<file path="config.mk">
export PLATFORM = sky130hd
export DESIGN_NAME = tiq_therm_decoder
export DESIGN_NICKNAME = d
export VERILOG_FILES = /design/src/rtl/tiq_adc_pkg.sv /design/src/rtl/tiq_bubble_fix.sv /design/src/rtl/tiq_therm_decoder.sv
export SDC_FILE = /design/constraint.sdc
export NUM_CORES = 1
export LEC_CHECK = 0
export ABC_AREA = 1
export CORE_ASPECT_RATIO = 1.75
export CORE_MARGIN = 2
export CORE_UTILIZATION = 54
export CTS_CLUSTER_SIZE = 25
export DETAILED_ROUTE_END_ITERATION = 16
export PLACE_DENSITY = 0.82
export SYNTH_ARGS = -nofsm -noshare
export SYNTH_HDL_FRONTEND = slang
export SYNTH_SLANG_ARGS = --single-unit
</file>
<file path="constraint.sdc">
create_clock -name clk -period 4.2 [get_ports clk]
set_input_delay 0.84 -clock clk [delete_from_list [all_inputs] [get_ports clk]]
set_output_delay 0.84 -clock clk [all_outputs]
set_load 0.005 [all_outputs]
</file>
<file path="src/rtl/tiq_adc_pkg.sv">
// Shared constants and width helpers for the TIQ ADC digital back-end.
package tiq_adc_pkg;

    localparam int TIQ_N_LEVELS    = 7;
    localparam int TIQ_SYNC_STAGES = 2;
    localparam int TIQ_AVG_LOG2    = 2;

    // Ceiling log2, usable in constant expressions.
    function automatic int tiq_clog2(input int value);
        int w;
        w = 0;
        for (int i = 0; i < 31; i++) begin
            if ((1 << i) < value) begin
                w = i + 1;
            end
        end
        return w;
    endfunction

    // Bits needed for a binary level 0..n_levels.
    function automatic int tiq_code_w(input int n_levels);
        return tiq_clog2(n_levels + 1);
    endfunction

endpackage

</file>
<file path="src/rtl/tiq_bubble_fix.sv">
// Combinational bubble correction: 3-input majority over the thermometer code,
// then one-hot of the highest 1->0 transition, plus a raw non-monotonic flag.
module tiq_bubble_fix
    import tiq_adc_pkg::*;
#(
    parameter int N_LEVELS = TIQ_N_LEVELS
) (
    input  logic [N_LEVELS-1:0] therm,
    output logic [N_LEVELS:0]   onehot,
    output logic                bubble_err
);

    logic [N_LEVELS+1:0] s_ext;
    logic [N_LEVELS-1:0] fixed;
    logic [N_LEVELS+1:0] t_ext;
    logic [N_LEVELS:0]   edges;
    logic                found;

    // Majority filter, transition detect, and highest-edge priority pick.
    always_comb begin
        s_ext      = {1'b0, therm, 1'b1};
        fixed      = '0;
        t_ext      = '0;
        edges      = '0;
        onehot     = '0;
        found      = 1'b0;
        bubble_err = 1'b0;

        for (int i = 0; i < N_LEVELS; i++) begin
            fixed[i] = (s_ext[i] & s_ext[i+1]) | (s_ext[i] & s_ext[i+2]) |
                       (s_ext[i+1] & s_ext[i+2]);
        end

        t_ext = {1'b0, fixed, 1'b1};
        for (int i = 0; i <= N_LEVELS; i++) begin
            edges[i] = t_ext[i] & ~t_ext[i+1];
        end

        // A double bubble survives the majority filter as several edges;
        // the highest one wins.
        for (int i = N_LEVELS; i >= 0; i--) begin
            if (edges[i] && !found) begin
                onehot[i] = 1'b1;
                found     = 1'b1;
            end
        end

        bubble_err = |(~therm[N_LEVELS-2:0] & therm[N_LEVELS-1:1]);
    end

endmodule

</file>
<file path="src/rtl/tiq_therm_decoder.sv">
// TIQ ADC back-end: synchroniser, bubble-fix stage, binary encoder and a
// 2^AVG_LOG2-sample decimating accumulator with valid strobes.
module tiq_therm_decoder
    import tiq_adc_pkg::*;
#(
    parameter int N_LEVELS    = TIQ_N_LEVELS,
    parameter int SYNC_STAGES = TIQ_SYNC_STAGES,
    parameter int AVG_LOG2    = TIQ_AVG_LOG2,
    localparam int CODE_W     = tiq_code_w(N_LEVELS),
    localparam int SUM_W      = CODE_W + AVG_LOG2
) (
    input  logic                clk,
    input  logic                rst,
    input  logic                en,
    input  logic                acc_clr,
    input  logic [N_LEVELS-1:0] therm_in,
    output logic [N_LEVELS:0]   onehot_out,
    output logic                bubble_err,
    output logic [CODE_W-1:0]   code_out,
    output logic                code_valid,
    output logic [SUM_W-1:0]    sum_out,
    output logic                sum_valid
);

    localparam int CNT_W = (AVG_LOG2 > 0) ? AVG_LOG2 : 1;
    localparam logic [CNT_W-1:0] CNT_MAX = CNT_W'((1 << AVG_LOG2) - 1);

    logic [SYNC_STAGES-1:0][N_LEVELS-1:0] sync_q;
    logic [SYNC_STAGES-1:0]               en_q;
    logic [N_LEVELS:0]                    onehot_fix;
    logic                                 bubble_fix;
    logic                                 valid_s1;
    logic [CODE_W-1:0]                    code_enc;
    logic [SUM_W-1:0]                     code_ext;
    logic [SUM_W-1:0]                     acc;
    logic [CNT_W-1:0]                     cnt;

    // Synchroniser chain for the asynchronous comparator bits, with en riding alongside.
    always_ff @(posedge clk) begin
        if (rst) begin
            sync_q <= '0;
            en_q   <= '0;
        end else begin
            sync_q <= {sync_q[SYNC_STAGES-2:0], therm_in};
            en_q   <= {en_q[SYNC_STAGES-2:0], en};
        end
    end

    tiq_bubble_fix #(
        .N_LEVELS (N_LEVELS)
    ) u_bubble_fix (
        .therm      (sync_q[SYNC_STAGES-1]),
        .onehot     (onehot_fix),
        .bubble_err (bubble_fix)
    );

    // Stage 1: register the corrected one-hot level and the bubble flag.
    always_ff @(posedge clk) begin
        if (rst) begin
            onehot_out <= (N_LEVELS + 1)'(1);
            bubble_err <= 1'b0;
            valid_s1   <= 1'b0;
        end else begin
            onehot_out <= onehot_fix;
            bubble_err <= bubble_fix;
            valid_s1   <= en_q[SYNC_STAGES-1];
        end
    end

    // One-hot to binary index.
    always_comb begin
        code_enc = '0;
        for (int i = 0; i <= N_LEVELS; i++) begin
            if (onehot_out[i]) begin
                code_enc = CODE_W'(i);
            end
        end
    end

    // Stage 2: register the binary code and its qualifier.
    always_ff @(posedge clk) begin
        if (rst) begin
            code_out   <= '0;
            code_valid <= 1'b0;
        end else begin
            code_out   <= code_enc;
            code_valid <= valid_s1;
        end
    end

    assign code_ext = SUM_W'(code_out);

    // Decimator: sum each window of valid codes; acc_clr discards a partial window.
    always_ff @(posedge clk) begin
        if (rst) begin
            acc       <= '0;
            cnt       <= '0;
            sum_out   <= '0;
            sum_valid <= 1'b0;
        end else begin
            sum_valid <= 1'b0;
            if (acc_clr) begin
                acc <= '0;
                cnt <= '0;
            end else if (code_valid) begin
                if (cnt == CNT_MAX) begin
                    sum_out   <= acc + code_ext;
                    sum_valid <= 1'b1;
                    acc       <= '0;
                    cnt       <= '0;
                end else begin
                    acc <= acc + code_ext;
                    cnt <= cnt + CNT_W'(1);
                end
            end
        end
    end

endmodule

</file>
==> metrics.txt <==
status complete, no violations; post-synth cell types 26; final critical-path required period 2081 ps; number of fill cells in the layout around 250; hold bufs inserted after CTS 0; post-CTS repair timing setup buffer count 0; power per cell area 348.4 mW/mm^2; Routability Congestion between 0.8 and 0.9; CP Max Fanout 22; share of async-settable or async-resettable flops after synthesis 0%; number of synthesized flops with an enable pin 0; count of maximum capacitance violations 0; die height approximately 77 um; CTS sink count 43; ant diodes 0; largest net degree at the start of global routing 23; initial drt markers 22; sum of met3 wire segment lengths after detailed routing 98 um; die boundary width ~46 um; arrival time reported for the critical path endpoint approximately 2300 ps; worst voltage drop across the vdd grid 387.6 uV; Vias per Instance slightly above 5; TritonCTS clock tree done; detailed placer's ending HPWL 2204 um; ports placed on the boundary 30; class of the tightest hold or removal check register to register; routed metal-1 wirelength between 900 and 1000 um; type of destination of the critical path register; most used flip-flop cell after synthesis sky130_fd_sc_hd__dfxtp_1; clk slew on worst S/H paths approximately 70 ps; leading cell types by count after synthesis sky130_fd_sc_hd__dfxtp_1, sky130_fd_sc_hd__nor2_1, sky130_fd_sc_hd__nand2_1; Top delay family on crit path buffers and inverters; residual DRC count 0; count of vias placed by the detailed router 1339; initial antenna violation count 0; largest cells by area after synthesis sky130_fd_sc_hd__dfxtp_1, sky130_fd_sc_hd__nor2_1, sky130_fd_sc_hd__nand2_1; combined buffer and inverter count along the critical path 3; Rows 26; number of global-route vias before repair about 1200; Avg Cell Area, Syn around 8.0 um^2; largest stage delay on the critical path ~950 ps; post-route ant nets 0; clock insertion delay at the later pin of the skew report between 200 and 300 ps; register area share after synthesis 52.80%; number of instances resized during post-cts repair 0; cell type with the largest total area after synthesis sky130_fd_sc_hd__dfxtp_1; area share of the largest cell type after synthesis between 50% and 60%; total count of hold-check failures in the final report 0; pin slew with the least headroom to its limit roughly 740 ps; Overall Global Routing Usage 19.08%; Critical Path, Cell by Cell clkdlybuf4s50_1 -> inv_2 -> o21ai_1 -> a21o_1 -> inv_1; kind of critical path input port to register; Fin Setup TNS 0 ps; number of warnings reported in the yosys synthesis log 0; Syn Std Cell Area around 0.0016 mm^2; worst path required time 4390 ps; FMAX ~480 MHz; gr ovfl total 0; Worst path slowest cell sky130_fd_sc_hd__clkdlybuf4s50_1; CTS max path bufs 2; fraction of layout instances using a drive strength above 1 ~7.6%; number of nets produced by synthesis between 200 and 250; Clk Tree Root Cell sky130_fd_sc_hd__clkbuf_8; setup violation total in the final timing report 0; H-tree depth 2; signed area change from the synthesized netlist to the final layout 23.94%; effective utilization at floorplan 56.31%; most common cell in the netlist sky130_fd_sc_hd__dfxtp_1; routed length on met2 ~1500 um; Final Slew Violations 0; global-route wire length before repair 4761 um; unrepaired setup endpoints after global routing no; top layer in use met4; Pre-Repair DR Iteration Count 4; max-slew headroom at the worst pin 50.27%; nets@finish 254; Inserted Clock Buffers 5; Leakage ~0.00090 uW; Cell Count, Final, Fillers Out roughly 270; count of port buffers added during placement 29; core area about 0.0029 mm^2; ratio of final minimum period to clock period a little under 50%; Post-Syn Instances approximately 200; total routed wirelength roughly 2800 um; die area approximately 0.0035 mm^2; sort of element at the start of the critical path input port; count of state elements after synthesis 43; worst clock skew on the final layout 4.998 ps; cell count after placement 259; average wire per cell in the routed design 10.57 um
-- report_power, final --
group	switching [uW]	internal [uW]
logic	23.0	25.4
registers	6.13	419
clock network	120	111
-- sequential cells by signal, summed over array words and instances (netlist names) --
signal,cells
sum_valid,1
bubble_err,1
acc,5
code_valid,1
sync_q,14
onehot_out,8
code_out,3
en_q,2
sum_out,5
valid_s1,1
cnt,2
-- logic make-up after synthesis --
family,after synthesis,share of synthesized area (%)
AO/OA/AOI/OAI,25,9.133
XOR/XNOR,1,0.5373
adder cells (fa/ha/maj),5,4.298
buffers and inverters,38,8.979
flip-flops,43,52.80
AND/OR/NAND/NOR,92,24.25
-- final timing paths --
check                                  end  slack, ps         from  cells after the start
worst max-delay path            sum_out[4]       2120          rst                      5
worst min-delay path            code_valid        400     valid_s1                      2
worst max register to register  sum_out[4]       2670  code_out[0]                      8
worst min register to register  code_valid        400     valid_s1                      2
-- stage by stage --
step	hold WS (ps)	worst slack, ps	power, uW	utilization (%)	area [um^2]
finish	400.8	2119	704.0	69.79	2021
global route	416.1	2000	735.4	69.79	2021
CTS	404.6	2087	712.9	69.79	2021
detailed placement	395.2	1789	483.5	67.29	1948
global placement	390.0	1849	482.0	67.29	1948
floorplan	388.3	2772	460.3	-	1630
-- cell type report --
| cell class | count | area [um^2] | share of cell area [%] |
|---|---|---|---|
| tap | 28 | 35.03 | 1.734 |
| inverter | 35 | 131.4 | 6.502 |
| clock buffer | 6 | 72.57 | 3.591 |
| sequential | 43 | 860.8 | 42.60 |
| multi-input combinational | 123 | 623.1 | 30.84 |
| timing repair buffer | 30 | 297.8 | 14.74 |
-- cell usage in the layout, fill, tap and decap left out --
| cell type | count |
|---|---|
| sky130_fd_sc_hd__dfxtp_1 | 43 |
| sky130_fd_sc_hd__nor2_1 | 41 |
| sky130_fd_sc_hd__nand2_1 | 34 |
| sky130_fd_sc_hd__inv_1 | 32 |
| sky130_fd_sc_hd__clkdlybuf4s50_1 | 29 |
| sky130_fd_sc_hd__a21oi_1 | 9 |
| sky130_fd_sc_hd__nand3_1 | 8 |
| sky130_fd_sc_hd__o21ai_0 | 6 |
| sky130_fd_sc_hd__clkbuf_8 | 5 |
| sky130_fd_sc_hd__ha_1 | 4 |
| sky130_fd_sc_hd__o21ai_2 | 3 |
| sky130_fd_sc_hd__inv_2 | 3 |
| sky130_fd_sc_hd__nor2_2 | 2 |
| sky130_fd_sc_hd__nand3_2 | 2 |
| sky130_fd_sc_hd__a31oi_1 | 2 |
| sky130_fd_sc_hd__or2_4 | 1 |
| sky130_fd_sc_hd__nand4_1 | 1 |
| sky130_fd_sc_hd__o21bai_1 | 1 |
| sky130_fd_sc_hd__xor2_1 | 1 |
| sky130_fd_sc_hd__nor2_4 | 1 |
| sky130_fd_sc_hd__a211oi_1 | 1 |
| sky130_fd_sc_hd__o211ai_1 | 1 |
| sky130_fd_sc_hd__nand3b_1 | 1 |
| sky130_fd_sc_hd__o21ai_1 | 1 |
| sky130_fd_sc_hd__a21o_1 | 1 |
| sky130_fd_sc_hd__nor3b_1 | 1 |
| sky130_fd_sc_hd__fa_1 | 1 |
| sky130_fd_sc_hd__clkbuf_1 | 1 |
| sky130_fd_sc_hd__buf_4 | 1 |
-- routing by layer --
| metal | vias to the layer above | global-route usage [%] |
|---|---|---|
| met5 | - | 0 |
| met4 | 0 | 15.59 |
| met3 | 14 | 5.647 |
| met2 | 37 | 31.97 |
| met1 | 596 | 17.25 |
| li1 | 692 | - |
-- worst min-delay path, delay by kind of cell, from the launching register on --
family / cells / cell delay (ps)
flip-flops: 1 / 300
buffers and inverters: 1 / 40
AND/OR/NAND/NOR: 1 / 30
Note: power is estimated with default switching activity, not from simulation.
